--- src/rtl/cnn_pkg.sv ---
// Shared types for the CNN BRAM streaming blocks: reader FSM states and skid FIFO depth.
package cnn_pkg;

    typedef enum logic [1:0] {
        RD_IDLE,
        RD_RUN,
        RD_DRAIN
    } rd_state_t;

    localparam int unsigned RD_FIFO_DEPTH = 2;

endpackage

--- src/rtl/bram_reader_skid_fifo.sv ---
// Two-entry registered skid FIFO carrying a data word plus its end-of-burst flag.
// Push and pop may coincide at any occupancy, including full.
module bram_reader_skid_fifo
    import cnn_pkg::*;
#(
    parameter int unsigned DWIDTH = 32
) (
    input  logic              clk,
    input  logic              reset_n,
    input  logic              push,
    input  logic [DWIDTH-1:0] push_data,
    input  logic              push_last,
    input  logic              pop,
    output logic [DWIDTH-1:0] head_data,
    output logic              head_last,
    output logic              full,
    output logic              empty
);

    logic [DWIDTH-1:0] mem_data [RD_FIFO_DEPTH];
    logic              mem_last [RD_FIFO_DEPTH];
    logic              rd_ptr;
    logic              wr_ptr;
    logic [1:0]        count;
    logic              do_push;
    logic              do_pop;

    assign full      = (count == 2'(RD_FIFO_DEPTH));
    assign empty     = (count == '0);
    assign do_pop    = pop && !empty;
    // When full, a push is only legal alongside a pop; it then reuses the slot being vacated.
    assign do_push   = push && (!full || do_pop);
    assign head_data = mem_data[rd_ptr];
    assign head_last = mem_last[rd_ptr];

    always_ff @(posedge clk or negedge reset_n) begin
        if (!reset_n) begin
            for (int unsigned i = 0; i < RD_FIFO_DEPTH; i++) begin
                mem_data[i] <= '0;
                mem_last[i] <= 1'b0;
            end
            rd_ptr <= 1'b0;
            wr_ptr <= 1'b0;
            count  <= '0;
        end else begin
            if (do_push) begin
                mem_data[wr_ptr] <= push_data;
                mem_last[wr_ptr] <= push_last;
                wr_ptr           <= ~wr_ptr;
            end
            if (do_pop) begin
                rd_ptr <= ~rd_ptr;
            end
            case ({do_push, do_pop})
                2'b10:   count <= count + 2'd1;
                2'b01:   count <= count - 2'd1;
                default: count <= count;
            endcase
        end
    end

endmodule

--- src/rtl/bram_stream_reader.sv ---
// Burst read engine: drives one BRAM port and streams returned words as valid/ready with last.
// Define BRAM_READER_STRIDE_EN to add the start_stride port; otherwise the address advances by 1.
module bram_stream_reader
    import cnn_pkg::*;
#(
    parameter int unsigned DWIDTH   = 32,
    parameter int unsigned AWIDTH   = 10,
    parameter int unsigned MEM_SIZE = 650,
    parameter int unsigned LWIDTH   = AWIDTH + 1
) (
    input  logic              clk,
    input  logic              reset_n,
    input  logic              start_valid,
    output logic              start_ready,
    input  logic [AWIDTH-1:0] start_addr,
    input  logic [LWIDTH-1:0] start_len,
`ifdef BRAM_READER_STRIDE_EN
    input  logic [AWIDTH-1:0] start_stride,
`endif
    output logic              bram_ce,
    output logic              bram_we,
    output logic [AWIDTH-1:0] bram_addr,
    output logic [DWIDTH-1:0] bram_d,
    input  logic [DWIDTH-1:0] bram_q,
    output logic              m_valid,
    input  logic              m_ready,
    output logic [DWIDTH-1:0] m_data,
    output logic              m_last,
    output logic              busy,
    output logic              done
);

    rd_state_t         state;
    rd_state_t         state_nxt;
    logic [AWIDTH-1:0] cur_addr;
    logic [AWIDTH-1:0] next_addr;
    logic [AWIDTH:0]   addr_sum;
    logic [AWIDTH-1:0] stride;
    logic [LWIDTH-1:0] issue_cnt;
    logic              inflight;
    logic              inflight_last;
    logic              done_nxt;
    logic              accept;
    logic              issue;
    logic              final_issue;
    logic              pop;
    logic [2:0]        occupancy;
    logic              fifo_full;
    logic              fifo_empty;
    logic              head_last;

`ifdef BRAM_READER_STRIDE_EN
    logic [AWIDTH-1:0] stride_q;

    always_ff @(posedge clk or negedge reset_n) begin
        if (!reset_n) begin
            stride_q <= AWIDTH'(1);
        end else if (accept) begin
            stride_q <= start_stride;
        end
    end

    assign stride = stride_q;
`else
    assign stride = AWIDTH'(1);
`endif

    assign accept      = start_valid && start_ready;
    assign pop         = m_valid && m_ready;
    assign start_ready = (state == RD_IDLE);
    assign busy        = (state != RD_IDLE) || done;
    assign bram_we     = 1'b0;
    assign bram_d      = '0;
    assign m_valid     = !fifo_empty;
    assign m_last      = head_last;

    // Words already committed (FIFO + read in flight) must fit after this cycle's pop.
    assign occupancy   = 3'(inflight) + (fifo_full ? 3'd2 : (fifo_empty ? 3'd0 : 3'd1));
    assign issue       = (state == RD_RUN) && (occupancy < 3'(RD_FIFO_DEPTH) + 3'(pop));
    assign final_issue = issue && (issue_cnt == LWIDTH'(1));

    assign addr_sum    = {1'b0, cur_addr} + {1'b0, stride};
    assign next_addr   = (addr_sum >= (AWIDTH+1)'(MEM_SIZE))
                       ? AWIDTH'(addr_sum - (AWIDTH+1)'(MEM_SIZE))
                       : AWIDTH'(addr_sum);

    assign bram_ce     = issue;
    assign bram_addr   = issue ? cur_addr : '0;

    always_comb begin
        state_nxt = state;
        done_nxt  = 1'b0;
        case (state)
            RD_IDLE: begin
                if (accept) begin
                    if (start_len == '0) begin
                        done_nxt = 1'b1;
                    end else begin
                        state_nxt = RD_RUN;
                    end
                end
            end
            RD_RUN: begin
                if (final_issue) begin
                    state_nxt = RD_DRAIN;
                end
            end
            RD_DRAIN: begin
                if (pop && head_last) begin
                    state_nxt = RD_IDLE;
                    done_nxt  = 1'b1;
                end
            end
            default: state_nxt = RD_IDLE;
        endcase
    end

    always_ff @(posedge clk or negedge reset_n) begin
        if (!reset_n) begin
            state         <= RD_IDLE;
            done          <= 1'b0;
            inflight      <= 1'b0;
            inflight_last <= 1'b0;
            cur_addr      <= '0;
            issue_cnt     <= '0;
        end else begin
            state         <= state_nxt;
            done          <= done_nxt;
            inflight      <= issue;
            inflight_last <= final_issue;
            if (accept) begin
                cur_addr  <= start_addr;
                issue_cnt <= start_len;
            end else if (issue) begin
                cur_addr  <= next_addr;
                issue_cnt <= issue_cnt - LWIDTH'(1);
            end
        end
    end

    // bram_q is captured only the cycle after a read; the BRAM holds q otherwise.
    bram_reader_skid_fifo #(
        .DWIDTH (DWIDTH)
    ) u_fifo (
        .clk       (clk),
        .reset_n   (reset_n),
        .push      (inflight),
        .push_data (bram_q),
        .push_last (inflight_last),
        .pop       (pop),
        .head_data (m_data),
        .head_last (head_last),
        .full      (fifo_full),
        .empty     (fifo_empty)
    );

endmodule
--- config.mk ---
export PLATFORM = sky130hd
export DESIGN_NAME = bram_stream_reader
export DESIGN_NICKNAME = d
export VERILOG_FILES = /design/src/rtl/cnn_pkg.sv /design/src/rtl/bram_reader_skid_fifo.sv /design/src/rtl/bram_stream_reader.sv
export SDC_FILE = /design/constraint.sdc
export NUM_CORES = 1
export LEC_CHECK = 0
export CAP_MARGIN = 20
export CORE_UTILIZATION = 50
export CTS_CLUSTER_SIZE = 40
export DETAILED_ROUTE_END_ITERATION = 7
export GPL_TIMING_DRIVEN = 0
export HOLD_SLACK_MARGIN = 0.06
export PLACE_DENSITY = 0.82
export SETUP_SLACK_MARGIN = 0.02
export SLEW_MARGIN = 10
export SYNTH_ARGS = -nofsm -noshare
export SYNTH_HDL_FRONTEND = slang
export SYNTH_SLANG_ARGS = --single-unit
--- constraint.sdc ---
create_clock -name clk -period 3.2 [get_ports clk]
set_clock_uncertainty 0.05 [all_clocks]
set_input_delay 0.48 -clock clk [delete_from_list [all_inputs] [get_ports clk]]
set_output_delay 0.48 -clock clk [all_outputs]
set_load 0.01 [all_outputs]
==> key figures <==
Route
  – Remaining DRCs: 0
  – Total wirelength of the detailed-routed design: 12,700 um
  – Vias per cell: 5.44
  – Drt first-iter violations: 225
  – Count of nets left with antenna violations after detail routing: 0
  – DR vias: 4,180
  – Wirelength per Cell: 16.6 um
  – First-pass detailed-route iteration total: 4

Floorplanning
  – Die Y-Extent: 105 um
  – Number of rows in the core area: 37
  – Overall die area: 11,100 um^2
  – Effective utilization at floorplan: 51.7%
  – Area of the core: 10,300 um^2
  – Width of the die: 105 um
  – IO Pins: 138

Final layout
  – Final Cell Area: 6980 um^2
  – ANT cells: 0
  – Synth-to-Final Area Change: 30.6%
  – Nets: 691
  – Share of layout cells above drive strength 1: 29.0%

Power and ir drop
  – IR drop worst, VDD: 467 uV
  – Ratio of total power to cell area: 1040 nW/um^2
  – Static leakage: 3.00 nW

Worst setup path
  – Flop-to-flop setup slack: 510 ps
  – Critical path data arrival time: 2510 ps
  – Critical path buffer and inverter count: 2
  – Maximum net fanout on the critical path: 19
  – Sort of element at the start of the critical path: flip-flop
  – Endpoint of the most critical register-to-register path: cur_addr[2]
  – Worst R2R Path Depth: 8
  – Required time at the endpoint of the critical path: 2670 ps
  – Crit-path leading delay family: buffers and inverters
  – CP max stage cell: clkdlybuf4s50_1
  – Critical Setup Path Class: flip-flop to output port
  – Beginning of the worst register-to-register path: cur_addr[1]
  – Endpoint class of the critical path: output port
  – Longest individual stage delay on the worst path: 530 ps
  – Critical path cell sequence: ha_1 -> nor3b_2 -> o221ai_2 -> nand2b_4 -> inv_8 -> and2_1 -> clkdlybuf4s50_1

Logic synthesis
  – Dominant cells by area after synthesis: dfrtp_1 (45%), mux2_2 (21%), buf_4 (4.8%)
  – Post-synth EDFFs: 0
  – Distinct cell type count after synthesis: 65
  – Cells after synthesis: 477
  – Mapped Avg Cell Area: 11.2 um^2
  – Synth top area share: 45.0%
  – Primary flip-flop cell chosen by synthesis mapping: dfrtp_1
  – Flip-flop and latch count after synthesis: 96
  – Largest area contributor in the synthesized netlist: dfrtp_1
  – Share of synthesized registers carrying an async set or reset: 100%
  – Synth warn: 0
  – Register area share after synthesis: 45.0%
  – Synthesized area: 5340 um^2

Clocking
  – Clock H-tree levels: 3
  – TritonCTS clock tree: built
  – Clock Latency Late Sink: 380 ps
  – CTS sink count: 96
  – Clock transition at the registers of the reported paths: 110 ps
  – Buffer cell driving the clock tree root: clkbuf_8
  – Total CTS buffers: 9
  – Buffer depth of the longest clock path: 2

STA
  – Fin crit share: 95.0%
  – Total negative slack: 0 ps
  – Max Transition Viols Final: 0
  – RSZ-0062 raised after global routing: false
  – Final setup violation count: 0
  – Final Hold Violating Endpoints: 0
  – Peak Freq: 329 MHz
  – Worst Tran Pin Value: 649 ps
  – Slew headroom: 56.8%
  – Post-layout minimum cycle time: 3040 ps
  – Setup WS post-layout: 162 ps

Min path
  – Classification of the worst-slack hold path: input port to asynchronous set/reset pin

Placement
  – Final weighted congestion of routability-driven global placement: 0.868
  – Port Buffer Count: 104
  – Post-placement cell area: 6700 um^2
  – Place WS: -637 ps
  – Post-DP HPWL: 9250 um

Global route
  – Number of global-route vias before repair: 4,256
  – Pin count of the biggest net entering global routing: 50
  – Initial antenna violation count: 0
  – Remaining Overflow, GRT: 0
  – Global-route wire length before repair: 21,000 um
  – Tot GR Track Use: 24.1%

Run status
  – Run status: completed

Flow run
  – Max-cap violations: 0
[registers in the layout (all words and copies together), names as in the netlist]
| register | count |
|---|---|
| u_fifo.count | 2 |
| u_fifo.mem_last | 2 |
| u_fifo.mem_data | 64 |
| done | 1 |
| inflight | 1 |
| cur_addr | 10 |
| state | 2 |
| issue_cnt | 11 |
| u_fifo.wr_ptr | 1 |
| u_fifo.rd_ptr | 1 |
| inflight_last | 1 |
[how the worst max path moves through the flow]
stage                    startpoint            to  slack [ps]  cells past startpoint
floorplan           u_fifo.count[0]  bram_addr[0]         580                      8
global placement            reset_n   cur_addr[3]       -1830                      1
detailed placement          m_ready  bram_addr[7]        -640                      9
CTS                 u_fifo.count[0]  bram_addr[9]          30                      7
global route        u_fifo.count[0]  bram_addr[5]          20                      7
finish              u_fifo.count[0]  bram_addr[7]         160                      7
[synth_stat cells (all sizes together), types with 4 or more instances]
| cell | instances |
|---|---|
| mux2 | 99 |
| dfrtp | 96 |
| buf | 41 |
| nor2 | 24 |
| nand2 | 20 |
| clkbuf | 18 |
| a21oi | 13 |
| xnor2 | 12 |
| and3 | 11 |
| nand3 | 11 |
| o21ai | 11 |
| and2 | 10 |
| inv | 9 |
| nor4 | 8 |
| ha | 7 |
| nand4 | 7 |
| nor3 | 7 |
| xor2 | 6 |
| a22oi | 4 |
| a31oi | 4 |
| nand2b | 4 |
| o211ai | 4 |
| o31ai | 4 |
| or4 | 4 |
[area by class of cell]
type / count / area, um^2
multi-input cells: 345 / 2690
repair buffers: 109 / 1100
clock buffers: 9 / 124
inverters: 9 / 41.3
clock inverters: 7 / 86.3
well taps: 136 / 170
fillers: 811 / 3350
flip-flops and latches: 96 / 2400
plain buffers: 57 / 358
[report_power, final]
group | internal [mW] | switching, mW | leakage, nW
Clock | 0.378 | 0.463 | 0.104
Combinational | 2.27 | 1.95 | 1.75
Sequential | 1.80 | 0.365 | 1.15
Total | 4.45 | 2.78 | 3.00
[worst register-to-register path: cells and delay by family (launching register included)]
family,cells,cell delay (ps)
AND/OR/NAND/NOR,4,940
adder cells (fa/ha/maj),1,300
flip-flops,1,490
AO/OA/AOI/OAI,2,650
buffers and inverters,1,160
[through the flow]
stage	instances	hold WS, ps	power, mW	utilization [%]
final	768	67.5	7.23	67.6
after detailed placement	750	434	6.26	64.9
after global placement	749	428	6.11	64.6
after global routing	768	91.4	7.71	67.6
after floorplan	509	134	4.70	-
after CTS	766	73.9	7.21	67.3
[cells by family (layout without fill, tap and decap cells)]
kind of cell	Yosys count	after routing	synth area share, %
compound gates	65	65	9.21
xor+xnor	18	18	2.95
fa+ha+maj	7	7	1.64
buf+inv	68	191	7.26
flops	96	96	45.0
mux	99	99	20.9
other cells	1	33	0.0702
simple gates	123	123	13.0
[what timing repair did]
item	4_1_cts	5_1_grt
pin swaps	0	1
gates resized for setup	9	6
buffers inserted	2	2
endpoints found under the setup margin	11	12
hold buffers	0	0
[per-layer routing]
| layer | up-vias | wire length [um] | track usage [%] |
|---|---|---|---|
| li1 | 1973 | - | - |
| met2 | 154 | 6220 | 40.9 |
| met5 | - | 0 | 0 |
| met4 | 0 | 180 | 6.84 |
| met3 | 17 | 750 | 4.89 |
| met1 | 2036 | 5560 | 31.1 |
[layout by cell type, fill, tap and decap left out, drive strengths merged, types with 3 or more instances in the layout]
cell type / synthesis / layout
clkdlybuf4s50: 0 / 100
mux2: 99 / 99
dfrtp: 96 / 96
buf: 41 / 46
conb: 1 / 33
clkbuf: 18 / 26
nor2: 24 / 24
nand2: 20 / 20
a21oi: 13 / 13
xnor2: 12 / 12
inv: 9 / 12
o21ai: 11 / 11
nand3: 11 / 11
and3: 11 / 11
and2: 10 / 10
nor4: 8 / 8
nor3: 7 / 7
nand4: 7 / 7
ha: 7 / 7
xor2: 6 / 6
o211ai: 4 / 4
or4: 4 / 4
a31oi: 4 / 4
a22oi: 4 / 4
nand2b: 4 / 4
o31ai: 4 / 4
nor2b: 3 / 3
dlymetal6s2s: 0 / 3
and4: 3 / 3
o311ai: 3 / 3
No activity file was read; power rests on OpenSTA's default activity.
